<file path="config.mk">
export PLATFORM = sky130hd
export DESIGN_NAME = regfile_dump_reader_flat
export DESIGN_NICKNAME = d
export VERILOG_FILES = /design/src/rtl/regdump_pkg.sv /design/src/rtl/regfile_dump_reader_if.sv /design/src/rtl/regdump_csum.sv /design/src/rtl/regfile_dump_reader.sv /design/src/flat_wrapper.sv
export SDC_FILE = /design/constraint.sdc
export NUM_CORES = 1
export LEC_CHECK = 0
export CORE_MARGIN = 2
export CORE_UTILIZATION = 45
export DETAILED_ROUTE_END_ITERATION = 16
export HOLD_SLACK_MARGIN = 0.05
export PLACE_DENSITY = 0.82
export SLEW_MARGIN = 20
export SYNTH_ARGS = -nofsm -noshare
export SYNTH_HDL_FRONTEND = slang
export SYNTH_SLANG_ARGS = --single-unit
export TNS_END_PERCENT = 50
</file>
<file path="constraint.sdc">
create_clock -name clk -period 3.9 [get_ports clk]
set_input_delay 1.17 -clock clk [delete_from_list [all_inputs] [get_ports clk]]
set_output_delay 1.17 -clock clk [all_outputs]
set_load 0.005 [all_outputs]
</file>
<file path="src/rtl/regdump_pkg.sv">
// Shared types and defaults for the register-file debug dump reader.
package regdump_pkg;

    localparam int unsigned AwDefault = 5;
    localparam int unsigned DwDefault = 32;
    localparam int unsigned CsumSeed  = 0;

    typedef enum logic [1:0] {
        StIdle = 2'd0,
        StRead = 2'd1,
        StSend = 2'd2,
        StCsum = 2'd3
    } state_e;

endpackage

</file>
<file path="src/rtl/regfile_dump_reader_if.sv">
// Output beat stream of the dump reader: valid/ready with index, data and framing flags.
interface regfile_dump_reader_if
    import regdump_pkg::*;
#(
    parameter int unsigned AW = AwDefault,
    parameter int unsigned DW = DwDefault
);
    logic          out_valid;
    logic          out_ready;
    logic [AW-1:0] out_idx;
    logic [DW-1:0] out_data;
    logic          out_last;
    logic          out_is_csum;

    modport master (
        output out_valid, out_idx, out_data, out_last, out_is_csum,
        input  out_ready
    );

    modport slave (
        input  out_valid, out_idx, out_data, out_last, out_is_csum,
        output out_ready
    );
endinterface

</file>
<file path="src/rtl/regdump_csum.sv">
// Running XOR of dumped words; clear has priority over accumulate.
module regdump_csum
    import regdump_pkg::*;
#(
    parameter int unsigned DW = DwDefault
) (
    input  logic          clk,
    input  logic          rst,
    input  logic          clr_i,
    input  logic          en_i,
    input  logic [DW-1:0] data_i,
    output logic [DW-1:0] csum_o
);
    logic [DW-1:0] csum_q, csum_d;

    always_comb begin
        csum_d = csum_q;
        if (clr_i) begin
            csum_d = DW'(CsumSeed);
        end else if (en_i) begin
            csum_d = csum_q ^ data_i;
        end
    end

    always_ff @(posedge clk or posedge rst) begin
        if (rst) begin
            csum_q <= DW'(CsumSeed);
        end else begin
            csum_q <= csum_d;
        end
    end

    assign csum_o = csum_q;
endmodule

</file>
<file path="src/rtl/regfile_dump_reader.sv">
// Walks a register index range over the debug read port and streams each word out.
// Optional trailing XOR checksum beat when REGDUMP_CHECKSUM_EN is defined.
module regfile_dump_reader
    import regdump_pkg::*;
#(
    parameter int unsigned DW = DwDefault,
    parameter int unsigned AW = AwDefault
) (
    input  logic                  clk,
    input  logic                  rst,
    input  logic                  start,
    input  logic [AW-1:0]         idx_lo,
    input  logic [AW-1:0]         idx_hi,
    output logic [AW-1:0]         ra_debug,
    input  logic [DW-1:0]         ra_debug_data,
    regfile_dump_reader_if.master dump,
    output logic                  busy,
    output logic                  done
);
`ifdef REGDUMP_CHECKSUM_EN
    localparam bit CsumEn = 1'b1;
`else
    localparam bit CsumEn = 1'b0;
`endif

    state_e        state_q, state_d;
    logic [AW-1:0] cur_q, cur_d;
    logic [AW-1:0] end_q, end_d;
    logic [AW-1:0] out_idx_q, out_idx_d;
    logic [DW-1:0] out_data_q, out_data_d;
    logic          out_last_q, out_last_d;
    logic          done_q, done_d;
    logic          handshake;

`ifdef REGDUMP_CHECKSUM_EN
    logic          csum_clr;
    logic          csum_en;
    logic [DW-1:0] csum_val;

    assign csum_clr = (state_q == StIdle) && start;
    assign csum_en  = (state_q == StRead);

    regdump_csum #(
        .DW (DW)
    ) u_csum (
        .clk    (clk),
        .rst    (rst),
        .clr_i  (csum_clr),
        .en_i   (csum_en),
        .data_i (ra_debug_data),
        .csum_o (csum_val)
    );
`endif

    assign handshake = dump.out_valid && dump.out_ready;

    always_comb begin
        state_d    = state_q;
        cur_d      = cur_q;
        end_d      = end_q;
        out_idx_d  = out_idx_q;
        out_data_d = out_data_q;
        out_last_d = out_last_q;
        done_d     = 1'b0;
        unique case (state_q)
            StIdle: begin
                if (start) begin
                    cur_d   = idx_lo;
                    end_d   = idx_hi;
                    state_d = StRead;
                end
            end
            StRead: begin
                out_data_d = ra_debug_data;
                out_idx_d  = cur_q;
                // With a checksum beat pending, that beat carries the last flag instead.
                out_last_d = (cur_q == end_q) && !CsumEn;
                state_d    = StSend;
            end
            StSend: begin
                if (handshake) begin
                    if (cur_q != end_q) begin
                        cur_d   = cur_q + AW'(1);
                        state_d = StRead;
                    end else begin
`ifdef REGDUMP_CHECKSUM_EN
                        out_data_d = csum_val;
                        out_last_d = 1'b1;
                        state_d    = StCsum;
`else
                        done_d  = 1'b1;
                        state_d = StIdle;
`endif
                    end
                end
            end
            StCsum: begin
                if (handshake) begin
                    done_d  = 1'b1;
                    state_d = StIdle;
                end
            end
            default: state_d = StIdle;
        endcase
    end

    always_ff @(posedge clk or posedge rst) begin
        if (rst) begin
            state_q    <= StIdle;
            cur_q      <= '0;
            end_q      <= '0;
            out_idx_q  <= '0;
            out_data_q <= '0;
            out_last_q <= 1'b0;
            done_q     <= 1'b0;
        end else begin
            state_q    <= state_d;
            cur_q      <= cur_d;
            end_q      <= end_d;
            out_idx_q  <= out_idx_d;
            out_data_q <= out_data_d;
            out_last_q <= out_last_d;
            done_q     <= done_d;
        end
    end

    assign ra_debug       = cur_q;
    assign dump.out_valid = (state_q == StSend) || (state_q == StCsum);
    assign dump.out_idx   = out_idx_q;
    assign dump.out_data  = out_data_q;
    assign dump.out_last  = out_last_q;
`ifdef REGDUMP_CHECKSUM_EN
    assign dump.out_is_csum = (state_q == StCsum);
`else
    assign dump.out_is_csum = 1'b0;
`endif
    assign busy = (state_q != StIdle);
    assign done = done_q;
endmodule

</file>
<file path="src/flat_wrapper.sv">
// flat-port wrapper written by rule: the top's interface ports become plain ports
module regfile_dump_reader_flat import regdump_pkg::*;
#(
    parameter int unsigned DW = DwDefault,
    parameter int unsigned AW = AwDefault
)
  (clk, rst, start, idx_lo, idx_hi, ra_debug, ra_debug_data, busy, done, dump_out_valid, dump_out_idx, dump_out_data, dump_out_last, dump_out_is_csum, dump_out_ready);
  regfile_dump_reader_if #(.AW(AW), .DW(DW)) dump_i ();
  input  logic clk;
  input  logic rst;
  input  logic start;
  input  logic [AW-1:0] idx_lo;
  input  logic [AW-1:0] idx_hi;
  output logic [AW-1:0] ra_debug;
  input  logic [DW-1:0] ra_debug_data;
  output logic busy;
  output logic done;
  output wire logic [$bits(dump_i.out_valid)-1:0] dump_out_valid;
  output wire logic [$bits(dump_i.out_idx)-1:0] dump_out_idx;
  output wire logic [$bits(dump_i.out_data)-1:0] dump_out_data;
  output wire logic [$bits(dump_i.out_last)-1:0] dump_out_last;
  output wire logic [$bits(dump_i.out_is_csum)-1:0] dump_out_is_csum;
  input wire logic [$bits(dump_i.out_ready)-1:0] dump_out_ready;
  assign dump_out_valid = dump_i.out_valid;
  assign dump_out_idx = dump_i.out_idx;
  assign dump_out_data = dump_i.out_data;
  assign dump_out_last = dump_i.out_last;
  assign dump_out_is_csum = dump_i.out_is_csum;
  assign dump_i.out_ready = dump_out_ready;
  regfile_dump_reader #(.DW(DW), .AW(AW)) u_core (.clk(clk), .rst(rst), .start(start), .idx_lo(idx_lo), .idx_hi(idx_hi), .ra_debug(ra_debug), .ra_debug_data(ra_debug_data), .dump(dump_i), .busy(busy), .done(done));
endmodule
</file>
# Yosys cells after proc, flatten, opt, wreduce, memory -nomap -nowiden

Cells that the tools add are included.

Register bits: 51
Input port bits: 46
Output and inout bits: 47
Logic and storage cells: 38

Add/subtract/negate cells: 1
Eq/ne operators: 9
Muxes and demuxes: 13
Reduce and logical (&&, ||, !) cells: 8

Operators by type and width:

| cell                  | number |
|---|---|
| $mux W5               | 3 |
| $pmux W5 S2           | 1 |
| $pmux W2 S4           | 1 |
| $mux W2               | 3 |
| $ne A2 B1 Y1 const B  | 3 |
| $add A5 B1 Y5 const B | 1 |
| $eq A5 B5 Y1          | 1 |
| $ne A5 B5 Y1          | 1 |
| $eq A2 B2 Y1 const B  | 2 |
| $mux W1               | 4 |
| $reduce_and A4 Y1     | 1 |
| $reduce_bool A2 Y1    | 2 |
| $reduce_and A3 Y1     | 1 |
| $eq A2 B1 Y1 const B  | 1 |
| $logic_not A2 Y1      | 1 |
| $ne A2 B2 Y1 const B  | 1 |
| $pmux W1 S2           | 1 |
| $reduce_and A2 Y1     | 1 |
| $logic_and A1 B1 Y1   | 1 |
| $logic_or A1 B1 Y1    | 1 |

# Logic depth before layout (Yosys ltp)

Depth after elaboration: 5
Mapped depth: 7
Mapped depth without buffers: 5

# Least setup slack after synthesis

OpenSTA, ideal clock, no wires.

Kind: input port to flip-flop
From: input dump_out_ready
To: register u_core.cur_q[4] (netlist: u_core.ra_debug[4])
Setup time: 0.069 ns
Arrival: 2.139 ns
Required time: 3.831 ns
Path slack: 1.692 ns
Stages: 6
Path buffers: 1
Cell sequence: nand2_1 a21o_1 a31o_1 buf_6 or3b_1 nand3_1

Longest elaborated chain between the ends: 3

Ends and longest elaborated chain:

| what                        | line                       | source |
|---|---|---|
| start, declared             | flat_wrapper.sv:23         | `input wire logic [$bits(dump_i.out_ready)-1:0] dump_out_ready;` |
| $logic_and A1 B1 Y1         | regfile_dump_reader.sv:55  | `assign handshake = dump.out_valid && dump.out_ready;` |
| $ne A2 B1 Y1 (no line)      | n/a                        |  |
| $reduce_and A4 Y1 (no line) | n/a                        |  |
| end signal, assigned        | regfile_dump_reader.sv:118 | `cur_q <= cur_d;` |
| end, declared               | regfile_dump_reader.sv:27  | `logic [AW-1:0] cur_q, cur_d;` |

No other way between the ends.
A chain may end at the register's enable or synchronous reset.

# Final worst setup path

From: register u_core.state_q[1]
To: output busy

Longest elaborated chain between the ends: 1

Ends and longest elaborated chain:

| what                   | line                       | source |
|---|---|---|
| start, declared        | regfile_dump_reader.sv:26  | `state_e state_q, state_d;` |
| start signal, assigned | regfile_dump_reader.sv:109 | `state_q <= StIdle;` |
| start signal, assigned | regfile_dump_reader.sv:117 | `state_q <= state_d;` |
| $reduce_bool A2 Y1     | regfile_dump_reader.sv:137 | `assign busy = (state_q != StIdle);` |
| end, declared          | flat_wrapper.sv:16         | `output logic busy;` |

No other way between the ends.

==> summary.md <==
| Metric | Value |
|---|---|
| Status | `completed` |
| Die X | `a little over 70 um` |
| Comb pwr share | `approximately 47%` |
| Post-CTS setup repair buffer count | `0` |
| Core Area | `4410 um2` |
| Reg power frac | `~41%` |
| Final setup viols | `0` |
| Req. time, crit path | `between 2 and 3 ns` |
| Port bufs | `around 90` |
| Max-slew headroom | `a little under two fifths` |
| Root Driver | `clkbuf_8` |
| Post-synthesis area per instance | `roughly 14 um2` |
| Reg2Reg Depth | `2` |
| VDD IR max | `0.433 mV` |
| Final worst clock skew | `approximately 0.004 ns` |
| Final setup TNS | `0 ns` |
| TritonRoute pass-1 iters | `4` |
| Vias per cell | `5.09` |
| Max-cap violations | `0` |
| Seq cells post-synth | `51` |
| Fin. Hold Viols | `0` |
| RSZ-0062 raised after global routing | `false` |
| Synthesized net count | `200` |
| Die area | `approximately 5200 um2` |
| CP endpoint | `busy` |
| Multi-input logic area | `~760 um2` |
| Clock power frac | `between 10% and 20%` |
| Async S/R FF share, synth | `100%` |
| Post-DP HPWL | `3.27 mm` |
| Area delta synth->final | `49.2%` |
| Syn Std Cell Area | `between 2000 and 2500 um2` |
| Critical path origin | `u_core.state_q[1]$_DFFE_PP0P_` |
| Vias in the first global route | `between 1.5k and 2k` |
| Sw frac | `between 20 and 30%` |
| Seq/Total Area, Yosys | `between 60% and 70%` |
| H-tree levels | `2` |
| CP Launch Type | `register` |
| Tmin final | `around 2.9 ns` |
| CTS Sinks | `51` |
| All-Layer GR Usage | `between 10% and 20%` |
| Critical Path AT | `1.72 ns` |
| R2r setup slk | `1.83 ns` |
| Pin count of the biggest net entering global routing | `41` |
| Cell accounting for the most synthesized area | `dfrtp_1` |
| Post-Synthesis Cells | `153` |
| Slew Limit Fails | `0` |
| CTS tree | `yes` |
| Pint | `about 1.7 mW` |
| Netlist cell types | `28` |
| Synth top cells by count | `dfrtp_1 (51), mux2_2 (41), nand2_1 (7)` |
| Wire per inst | `~15 um` |
| Cts repair resizes | `0` |
| Psw | `727 uW` |
| Fill cells | `349` |
| Total grt overflow | `0` |
| Antenna violations before repair | `0` |
| PD cells | `between 700 and 800 nW/um2` |
| Final WL | `around 4.4 mm` |
| Remaining antenna violation count | `0` |
| Reg-to-reg endpoint | `u_core.dump.out_data[27]$_DFFE_PP0N_` |
| Cts hold-fix bufs | `0` |
| Post-synth EDFFs | `0` |
| # IOs | `between 90 and 100` |
| Main synth FF type | `dfrtp_1` |
| Most numerous cell in the Yosys netlist | `dfrtp_1` |
| GPL Wtd Cong | `0.793` |
| Leak | `about 1.3 nW` |
| Nets | `291` |
| FMAX | `between 300 and 400 MHz` |
| First DRT Iteration DRCs | `83` |
| Die Ht | `72.3 um` |
| Yosys top cell area share | `around 61%` |
| CTS clk-pin slew, worst paths | `about 0.090 ns` |
| First-pass GRT wire length | `about 7.3 mm` |
| Share of cells above drive strength 1 | `21.6%` |
| DR vias | `about 1.5k` |
| Remaining DRCs | `0` |
| WS Path Type | `register to output pin` |
| Top cells by area, synth | `dfrtp_1 (61%), mux2_2 (22%), xor2_1 (2.1%)` |
| Synthesis warning total | `0` |
| Register area | `between 1000 and 1500 um2` |
| Clock Tree Buf Depth | `2` |
| Tot Pwr | `~2.4 mW` |
| Crit Reg-Reg Startpoint | `u_core.state_q[1]$_DFFE_PP0P_` |
| CP Capture Type | `output pin` |
| Post-route clock period utilization | `roughly three quarters` |
| Number of diodes | `0` |
| Std-Cell Rows | `24` |
| Clk_lat worst skew | `0.30 ns` |
| TritonCTS buffer count | `5` |
| CP Max Fanout | `18` |
| Hold/Removal Path Class | `register to register` |
| Slew at the pin closest to its max-slew limit | `between 0.9 and 1 ns` |
| Initial Utilization | `~48%` |
[sequential cells by signal (all words and copies together), names as in the netlist]
register and flops:
u_core.dump.out_data 32, u_core.done 1, u_core.end_q 5, u_core.dump.out_idx 5
u_core.state_q 2, u_core.ra_debug 5, u_core.dump.out_last 1
[how the worst min path moves through the flow]
stage / startpoint / end / depth (start not counted)
after CTS: u_core.dump.out_last$_DFFE_PP0N_ / u_core.dump.out_last$_DFFE_PP0N_ / 2
after detailed placement: u_core.dump.out_last$_DFFE_PP0N_ / u_core.dump.out_last$_DFFE_PP0N_ / 2
after global routing: u_core.dump.out_last$_DFFE_PP0N_ / u_core.dump.out_last$_DFFE_PP0N_ / 2
after global placement: u_core.dump.out_last$_DFFE_PP0N_ / u_core.dump.out_last$_DFFE_PP0N_ / 2
after floorplan: u_core.dump.out_idx[0]$_DFFE_PP0N_ / u_core.dump.out_idx[0]$_DFFE_PP0N_ / 2
final: u_core.dump.out_last$_DFFE_PP0N_ / u_core.dump.out_last$_DFFE_PP0N_ / 2
[power groups by stage]
stage	registers (mW)	logic, mW	clock network, mW
after floorplan	0.974	0.567	0
after global placement	0.989	1.14	0
after detailed placement	1.00	1.16	0
after CTS	0.994	1.17	0.300
after global routing	1.03	1.26	0.327
final	0.990	1.15	0.288
[layer usage]
| layer | GRT usage, % | share of wire, % | wire length [um] |
|---|---|---|---|
| met2 | 30.4 | 48 | 2090 |
| met1 | 22.6 | 42 | 1810 |
| met4 | 4.82 | 1.1 | 46 |
| met5 | 0 | 0 | 0 |
| met3 | 7.64 | 9.4 | 411 |
[critical path, stage by stage (launching register included)]
cell and delay, ns:
dfrtp_1 0.57, or2_2 0.39, clkdlybuf4s50_1 0.46
[area by class of cell]
cell class / instances / area share, %
flip-flops and latches: 51 / 40.8
repair buffers: 93 / 29.6
well taps: 52 / 2.08
clock buffers: 6 / 2.32
multi-input cells: 89 / 24.4
clock inverters: 2 / 0.400
inverters: 4 / 0.480
[metrics by stage]
stage	hold WS [ns]	instances	instance area (um2)	util (%)	setup slack [ns]
final	0.484	297	3130	70.9	1.01
after CTS	0.493	297	3130	70.9	0.978
after global placement	0.463	289	3040	69.0	1.12
after floorplan	0.473	153	2100	-	1.50
after global routing	0.517	297	3130	70.9	0.927
after detailed placement	0.473	289	3040	69.0	1.09
[cells by family after synthesis]
kind of cell	after synthesis	synth area share, %
flops	51	60.9
mux	43	23.0
simple gates	23	5.31
compound gates	16	5.07
buf+inv	13	2.92
xor+xnor	5	2.09
fa+ha+maj	1	0.597
other cells	1	0.179
[placed cells by master (no fill, tap or decap)]
cell type        count
a21o_1               1
a21oi_1              3
a31o_1               1
a31oi_1              1
a32oi_1              1
and2_1               1
buf_4                2
clkbuf_1             1
clkbuf_8             5
clkdlybuf4s50_1     91
clkinv_2             1
clkinvlp_4           1
conb_1               1
dfrtp_1             51
ha_1                 1
inv_1                3
inv_2                1
mux2_2              41
mux2i_1              2
nand2_1              7
nand2b_1             1
nand2b_2             1
nand3_1              4
nor2_1               5
nor3_1               1
nor3b_1              1
o21ai_0              5
o22a_1               3
o31a_1               1
or2_2                1
or3b_1               1
xor2_1               5
Note: power is estimated with default switching activity, not from simulation.
